**src/rtl/piece_pkg.sv**
```systemverilog
// piece_pkg: shared types and constants for the piece generator.
//   piece_idx_t   - piece index at the default index width
//   NUM_TYPES_DEF - default number of piece types
//   LFSR_TAPS     - Galois tap mask for the 16-bit LFSR (x^16+x^14+x^13+x^11+1)
//   lfsr_taps()   - maximal-length tap mask for other common LFSR widths
//   SEED_DEF      - default nonzero LFSR seed
//   gen_state_t   - generator state (FILL / READY / FROZEN)
package piece_pkg;

   localparam int NUM_TYPES_DEF = 7;
   localparam int IDX_W_DEF     = 3;

   typedef logic [IDX_W_DEF-1:0] piece_idx_t;

   localparam logic [15:0] LFSR_TAPS = 16'hB400;
   localparam logic [15:0] SEED_DEF  = 16'hACE1;

   typedef enum logic [1:0] {
      ST_FILL   = 2'd0,
      ST_READY  = 2'd1,
      ST_FROZEN = 2'd2
   } gen_state_t;

   // Right-shifting Galois tap masks; unknown widths fall back to the 16-bit mask.
   function automatic logic [31:0] lfsr_taps(input int width);
      case (width)
         8:       return 32'h0000_00B8;
         16:      return {16'h0000, LFSR_TAPS};
         24:      return 32'h00E1_0000;
         32:      return 32'h8020_0003;
         default: return {16'h0000, LFSR_TAPS};
      endcase
   endfunction

endpackage

```
**src/rtl/lfsr_gen.sv**
```systemverilog
// lfsr_gen: right-shifting Galois LFSR with synchronous load.
//   clk      - clock
//   rst      - asynchronous active-high reset, loads SEED
//   en       - advance one step
//   load     - load load_val (takes priority over en)
//   load_val - value to load; caller keeps it nonzero
//   q        - current LFSR state
module lfsr_gen #(
   parameter int                LFSR_W = 16,
   parameter logic [LFSR_W-1:0] TAPS   = LFSR_W'(16'hB400),
   parameter logic [LFSR_W-1:0] SEED   = LFSR_W'(16'hACE1)
) (
   input  logic              clk,
   input  logic              rst,
   input  logic              en,
   input  logic              load,
   input  logic [LFSR_W-1:0] load_val,
   output logic [LFSR_W-1:0] q
);

   always_ff @(posedge clk or posedge rst) begin
      if (rst) begin
         q <= SEED;
      end else if (load) begin
         q <= load_val;
      end else if (en) begin
         // Bit shifted out of the bottom feeds back through the tap mask.
         q <= q[0] ? ((q >> 1) ^ TAPS) : (q >> 1);
      end
   end

endmodule

```
**src/rtl/piece_gen.sv**
```systemverilog
// piece_gen: LFSR-driven Tetris piece generator with preview queue.
//   clk, rst      - clock, asynchronous active-high reset
//   start         - synchronous restart: flush queue, clear bag, reseed
//   gameover      - freeze all state while high
//   update        - consume the current piece (one pulse per piece)
//   mode          - 0 = uniform, 1 = bag (each type once per bag)
//   seed_in       - seed sampled on start; 0 selects SEED
//   Index         - current piece (queue slot 0)
//   preview       - slots 1..PREVIEW, slot k at [k*IDX_W-1 -: IDX_W]
//   valid         - queue full, Index/preview meaningful
//   bag_remaining - types not yet drawn in the current bag
module piece_gen
   import piece_pkg::*;
#(
   parameter int                NUM_TYPES = NUM_TYPES_DEF,
   parameter int                IDX_W     = IDX_W_DEF,
   parameter int                PREVIEW   = 3,
   parameter int                LFSR_W    = 16,
   parameter logic [LFSR_W-1:0] SEED      = LFSR_W'(SEED_DEF)
) (
   input  logic                     clk,
   input  logic                     rst,
   input  logic                     start,
   input  logic                     gameover,
   input  logic                     update,
   input  logic                     mode,
   input  logic [LFSR_W-1:0]        seed_in,
   output logic [IDX_W-1:0]         Index,
   output logic [PREVIEW*IDX_W-1:0] preview,
   output logic                     valid,
   output logic [IDX_W:0]           bag_remaining
);

   localparam int                DEPTH = PREVIEW + 1;
   localparam int                CNT_W = $clog2(DEPTH + 1);
   localparam logic [CNT_W-1:0]  FULL  = CNT_W'(DEPTH);
   localparam logic [IDX_W:0]    NT    = (IDX_W+1)'(NUM_TYPES);
   localparam logic [LFSR_W-1:0] TAPS  = LFSR_W'(lfsr_taps(LFSR_W));

   logic [DEPTH-1:0][IDX_W-1:0] slot_reg, slot_next;
   logic [CNT_W-1:0]            count_reg, count_next;
   logic [NUM_TYPES-1:0]        mask_reg, mask_next, mask_set;
   logic [IDX_W:0]              remain_reg, remain_next;
   logic                        valid_reg;
   gen_state_t                  state_reg, resume_reg, run_state;

   logic [LFSR_W-1:0] lfsr_q, load_val;
   logic [IDX_W-1:0]  cand;
   logic [CNT_W-1:0]  tail;
   logic              in_bag, accept, pop, push;

   assign load_val = (seed_in != '0) ? seed_in : SEED;

   lfsr_gen #(
      .LFSR_W (LFSR_W),
      .TAPS   (TAPS),
      .SEED   (SEED)
   ) u_lfsr (
      .clk      (clk),
      .rst      (rst),
      .en       (!gameover),
      .load     (start),
      .load_val (load_val),
      .q        (lfsr_q)
   );

   always_comb begin
      // While frozen, the state to resume in is the one that was left.
      run_state = (state_reg == ST_FROZEN) ? resume_reg : state_reg;
      cand      = lfsr_q[IDX_W-1:0];

      in_bag = 1'b0;
      for (int i = 0; i < NUM_TYPES; i++)
         if (cand == IDX_W'(i)) in_bag = mask_reg[i];

      accept = ({1'b0, cand} < NT) && (!mode || !in_bag);
      pop    = update && valid_reg && !gameover;
      push   = accept && !gameover && ((run_state == ST_FILL) || pop);

      // On a simultaneous pop the tail has already moved down one slot.
      tail = pop ? (count_reg - CNT_W'(1)) : count_reg;

      slot_next = slot_reg;
      if (pop) begin
         for (int i = 0; i < DEPTH-1; i++) slot_next[i] = slot_reg[i+1];
         slot_next[DEPTH-1] = '0;
      end
      if (push)
         for (int i = 0; i < DEPTH; i++)
            if (tail == CNT_W'(i)) slot_next[i] = cand;

      count_next = count_reg;
      if (push && !pop)      count_next = count_reg + CNT_W'(1);
      else if (pop && !push) count_next = count_reg - CNT_W'(1);

      mask_set = mask_reg;
      for (int i = 0; i < NUM_TYPES; i++)
         if (cand == IDX_W'(i)) mask_set[i] = 1'b1;

      // Completing the bag clears the mask in the same cycle.
      mask_next = mask_reg;
      if (push && mode) mask_next = (&mask_set) ? '0 : mask_set;

      remain_next = NT;
      for (int i = 0; i < NUM_TYPES; i++)
         remain_next = remain_next - (IDX_W+1)'(mask_next[i]);
   end

   always_ff @(posedge clk or posedge rst) begin
      if (rst) begin
         slot_reg   <= '0;
         count_reg  <= '0;
         mask_reg   <= '0;
         remain_reg <= NT;
         valid_reg  <= 1'b0;
         state_reg  <= ST_FILL;
         resume_reg <= ST_FILL;
      end else if (start) begin
         slot_reg   <= '0;
         count_reg  <= '0;
         mask_reg   <= '0;
         remain_reg <= NT;
         valid_reg  <= 1'b0;
         state_reg  <= ST_FILL;
         resume_reg <= ST_FILL;
      end else if (gameover) begin
         state_reg  <= ST_FROZEN;
         resume_reg <= run_state;
      end else begin
         slot_reg   <= slot_next;
         count_reg  <= count_next;
         mask_reg   <= mask_next;
         remain_reg <= remain_next;
         valid_reg  <= (count_next == FULL);
         state_reg  <= (count_next == FULL) ? ST_READY : ST_FILL;
      end
   end

   assign Index = slot_reg[0];
   for (genvar gi = 1; gi <= PREVIEW; gi++) begin : g_preview
      assign preview[gi*IDX_W-1 -: IDX_W] = slot_reg[gi];
   end
   assign valid         = valid_reg;
   assign bag_remaining = remain_reg;

endmodule

```
**config.mk**
```make
export PLATFORM = sky130hd
export DESIGN_NAME = piece_gen
export DESIGN_NICKNAME = d
export VERILOG_FILES = /design/src/rtl/piece_pkg.sv /design/src/rtl/lfsr_gen.sv /design/src/rtl/piece_gen.sv
export SDC_FILE = /design/constraint.sdc
export NUM_CORES = 1
export LEC_CHECK = 0
export ABC_CLOCK_PERIOD_IN_PS = 9850
export CAP_MARGIN = 15
export CORE_ASPECT_RATIO = 0.7
export CORE_MARGIN = 5
export CORE_UTILIZATION = 38
export CTS_CLUSTER_DIAMETER = 120
export DETAILED_ROUTE_END_ITERATION = 6
export GPL_TIMING_DRIVEN = 0
export PLACE_DENSITY = 0.67
export SLEW_MARGIN = 30
export SYNTH_ARGS = -nofsm -noshare
export SYNTH_HDL_FRONTEND = slang
export SYNTH_SLANG_ARGS = --single-unit
```
**constraint.sdc**
```tcl
create_clock -name clk -period 9.85 [get_ports clk]
set_clock_uncertainty 0.15 [all_clocks]
set_input_delay 2.955 -clock clk [delete_from_list [all_inputs] [get_ports clk]]
set_output_delay 2.955 -clock clk [all_outputs]
set_load 0.1 [all_outputs]
```
==> load_flow_metrics.sql <==
INSERT INTO impl_metrics (metric_group, metric, value, unit) VALUES
('logic_synthesis', 'mappedNetlistArea', '0.00292', 'mm²'),
('clock_tree', 'clock_insertion_delay_at_the_later_pin_of_the_skew_report', '0.30', 'ns'),
('layout', 'diodes', '0', ''),
('logic_synthesis', 'postSynthNetCount', '332', ''),
('drt', 'avgViaCountPerCell', '5.48', ''),
('placed_design', 'place_hpwl', '5330', 'µm'),
('layout', 'largest_register_ffs', '16', ''),
('worst_hold_path', 'worst_hold_startpoint', 'u_lfsr.q[10]$_DFFE_PP1N_', ''),
('clock_tree', 'post-cts-setup-buffers', '0', ''),
('global_route', 'first_global_vias', '2447', ''),
('timing', 'setup-violations-final', '0', ''),
('timing', 'timing.final.ws_setup', '2.94', 'ns'),
('layout', 'final_cells', '443', ''),
('placed_design', 'dpl_cell_area', '0.00341', 'mm²'),
('floorplan', 'die-width', '115', 'µm'),
('setup_path', 'worst_ep_arrival_time', '7.00', 'ns'),
('global_route', 'initial_antenna_violation_count', '0', ''),
('timing', 'worst_pin_slew', '0.974', 'ns'),
('timing', 'maxClockFrequency', '145', 'MHz'),
('timing', 'timing.final.crit_period', '6.91', 'ns'),
('floorplan', 'ios', '39', ''),
('layout', 'n_fill_cell', '702', ''),
('clock_tree', 'cts_tree', 'yes', ''),
('timing', 'rsz0062_at_grt', 'false', ''),
('logic_synthesis', 'yosysWarnings', '0', ''),
('clock_tree', 'clkTransAtPathRegs', '0.10', 'ns'),
('setup_path', 'timing.setup.critical_path_class', 'in -> reg', ''),
('power_and_ir_drop', 'power.sequential.fraction', '41.3', '%'),
('power_and_ir_drop', 'power.density', '157', 'mW/mm²'),
('setup_path', 'crit-reg2reg-launch', 'u_lfsr.q[0]$_DFFE_PP1N_', ''),
('layout', 'areaGrowthSynthToFinish', '19.7', '%'),
('timing', 'report.final.hold_viol_count', '0', ''),
('logic_synthesis', 'synth_enable_flop_cells', '0', ''),
('logic_synthesis', 'synth_async_sr_flop_share', '100', '%'),
('placed_design', 'placement.io_buffers', '36', ''),
('drt', 'drc_errors', '0', ''),
('power_and_ir_drop', 'cellInternalPower', '0.335', 'mW'),
('logic_synthesis', 'post_synth.cell_area_avg', '9.71', 'µm²'),
('global_route', 'grt_remaining_overflow', '0', ''),
('clock_tree', 'clock_tree.buffer_depth', '2', ''),
('placed_design', 'placedCellCount', '435', ''),
('setup_path', 'critPathLaunchType', 'primary input', ''),
('power_and_ir_drop', 'power.switching_fraction', '39.0', '%'),
('logic_synthesis', 'synth_ff_type', 'sky130_fd_sc_hd__dfrtp_1', ''),
('worst_hold_path', 'holdCritPathClass', 'reg -> reg', ''),
('layout', 'count_of_nets_after_finishing', '375', ''),
('global_route', 'pin_count_of_the_biggest_net_entering_global_routing', '48', ''),
('setup_path', 'critPathLaunch', 'mode', ''),
('clock_tree', 'htreeDepth', '2', ''),
('layout', 'share_of_layout_cells_above_drive_strength_1', '15.7', '%'),
('global_route', 'grt_usage', '15.6', '%'),
('job', 'max-cap-violations', '0', ''),
('floorplan', 'die_outline_area', '0.00958', 'mm²'),
('setup_path', 'critPathCaptureType', 'flop', ''),
('timing', 'fin_crit_share', '70.2', '%'),
('timing', 'setup_tns', '0', 'ns'),
('logic_synthesis', 'ys_seq_area_share', '40.7', '%'),
('timing', 'slew_headroom', '34.8', '%'),
('floorplan', 'floorplan.rows', '26', ''),
('power_and_ir_drop', 'peakVddDrop', '0.0615', 'mV'),
('clock_tree', 'tritoncts.num_buffers', '5', ''),
('run_status', 'outcome', 'completed', ''),
('drt', 'wl', '7250', 'µm'),
('drt', 'first_pass_iters', '4', ''),
('clock_tree', 'number_of_cells_upsized_or_downsized_after_cts', '0', ''),
('drt', 'drt_iter0_drc', '194', ''),
('power_and_ir_drop', 'clockPowerShare', '22.3', '%'),
('placed_design', 'dp_slack', '2.68', 'ns'),
('power_and_ir_drop', 'power.leakage', '1.42', 'nW'),
('logic_synthesis', 'yosysUniqueCellTypes', '55', ''),
('logic_synthesis', 'synthesized_flop_and_latch_total', '47', '');
[cell usage after synthesis, types with 3 or more instances]
cell type / number / area (µm²)
sky130_fd_sc_hd__inv_1: 10 / 37.5
sky130_fd_sc_hd__fa_1: 3 / 60.1
sky130_fd_sc_hd__nor2b_1: 13 / 81.3
sky130_fd_sc_hd__a2111oi_1: 3 / 30.0
sky130_fd_sc_hd__nor2_1: 28 / 105
sky130_fd_sc_hd__mux2_2: 7 / 78.8
sky130_fd_sc_hd__a211o_1: 4 / 35.0
sky130_fd_sc_hd__buf_1: 3 / 11.3
sky130_fd_sc_hd__xnor2_1: 6 / 52.6
sky130_fd_sc_hd__a31oi_1: 7 / 43.8
sky130_fd_sc_hd__buf_2: 6 / 30.0
sky130_fd_sc_hd__buf_6: 3 / 33.8
sky130_fd_sc_hd__nand2b_1: 3 / 18.8
sky130_fd_sc_hd__o22a_1: 7 / 61.3
sky130_fd_sc_hd__nand3_1: 3 / 15.0
sky130_fd_sc_hd__a311oi_1: 4 / 35.0
sky130_fd_sc_hd__dfstp_2: 11 / 289
sky130_fd_sc_hd__ha_1: 6 / 75.1
sky130_fd_sc_hd__a32o_1: 4 / 40.0
sky130_fd_sc_hd__clkbuf_1: 11 / 41.3
sky130_fd_sc_hd__a21oi_1: 9 / 45.0
sky130_fd_sc_hd__nor3_2: 5 / 50.1
sky130_fd_sc_hd__o21ai_0: 11 / 55.1
sky130_fd_sc_hd__a2111oi_2: 3 / 45.0
sky130_fd_sc_hd__mux2i_1: 13 / 130
sky130_fd_sc_hd__nand2_1: 28 / 105
sky130_fd_sc_hd__dfrtp_1: 36 / 901
sky130_fd_sc_hd__nor4_1: 5 / 31.3
sky130_fd_sc_hd__nor3_1: 15 / 75.1
[path summary, 6_finish.rpt]
check / endpoint / slack (ns) / cells past startpoint
max: bag_remaining[2]$_DFFE_PP1N_ / 2.94 / 17
min: u_lfsr.q[10]$_DFFE_PP1N_ / 0.32 / 2
max reg2reg: bag_remaining[2]$_DFFE_PP1N_ / 5.19 / 17
min reg2reg: u_lfsr.q[10]$_DFFE_PP1N_ / 0.32 / 2
max in group asynchronous: preview[1]$_DFFE_PP0N_ / 6.23 / 2
min in group asynchronous: preview[7]$_DFFE_PP0N_ / 2.92 / 2
[final cells by class]
type	count	area [µm²]	area share, %
Clock buffer	5	68.8	1.97
Buffer	23	116	3.32
Clock inverter	3	22.5	0.643
Multi-Input combinational cell	221	1580	45.1
Tap cell	98	123	3.50
Inverter	10	40.0	1.14
Timing Repair Buffer	36	360	10.3
Sequential cell	47	1190	34.0
[through the flow]
stage	power (mW)	util, %
final	0.550	47.4
after global routing	0.580	47.4
after CTS	0.553	47.4
after detailed placement	0.429	46.2
after global placement	0.426	46.1
after floorplan	0.378	-
[power by group through the flow]
stage	combinational, mW	clock (mW)	sequential (mW)
6_report	0.200	0.123	0.227
5_1_grt	0.216	0.134	0.230
4_1_cts	0.200	0.127	0.227
3_5_place_dp	0.198	0	0.230
3_3_place_gp	0.196	0	0.230
2_1_floorplan	0.0984	0	0.279
[critical path, stage by stage]
cell and delay, ns:
sky130_fd_sc_hd__clkdlybuf4s50_1 0.41, sky130_fd_sc_hd__inv_1 0.16, sky130_fd_sc_hd__a311oi_2 0.08, sky130_fd_sc_hd__and3_1 0.22, sky130_fd_sc_hd__nor4_2 0.36, sky130_fd_sc_hd__and3_1 0.22, sky130_fd_sc_hd__buf_2 0.16, sky130_fd_sc_hd__buf_6 0.16
sky130_fd_sc_hd__nor2_1 0.07, sky130_fd_sc_hd__fa_1 0.55, sky130_fd_sc_hd__inv_1 0.05, sky130_fd_sc_hd__ha_1 0.20, sky130_fd_sc_hd__fa_1 0.48, sky130_fd_sc_hd__ha_1 0.22, sky130_fd_sc_hd__ha_1 0.28, sky130_fd_sc_hd__nor2b_1 0.14
sky130_fd_sc_hd__a211o_1 0.29
[layer usage]
| layer | wire (µm) | part of all wire, % | track usage [%] |
|---|---|---|---|
| met5 | 0 | 0 | 0 |
| met4 | 17 | 0.23 | 2.24 |
| met3 | 462 | 6.4 | 3.13 |
| met2 | 2980 | 41 | 21.1 |
| met1 | 3790 | 52 | 25.4 |
[kinds of logic after synthesis]
kind of cell               after synthesis  synth area share (%)
and+or+nand+nor                        115                  21.1
AOI/OAI and AO/OA                       69                  18.5
DFF                                     47                  40.7
buffers and inverters                   33                  5.26
muxes                                   20                  7.15
adders and majority gates                9                  4.62
xor gates and xnor gates                 8                  2.65
(Power assumes the default switching activity.)
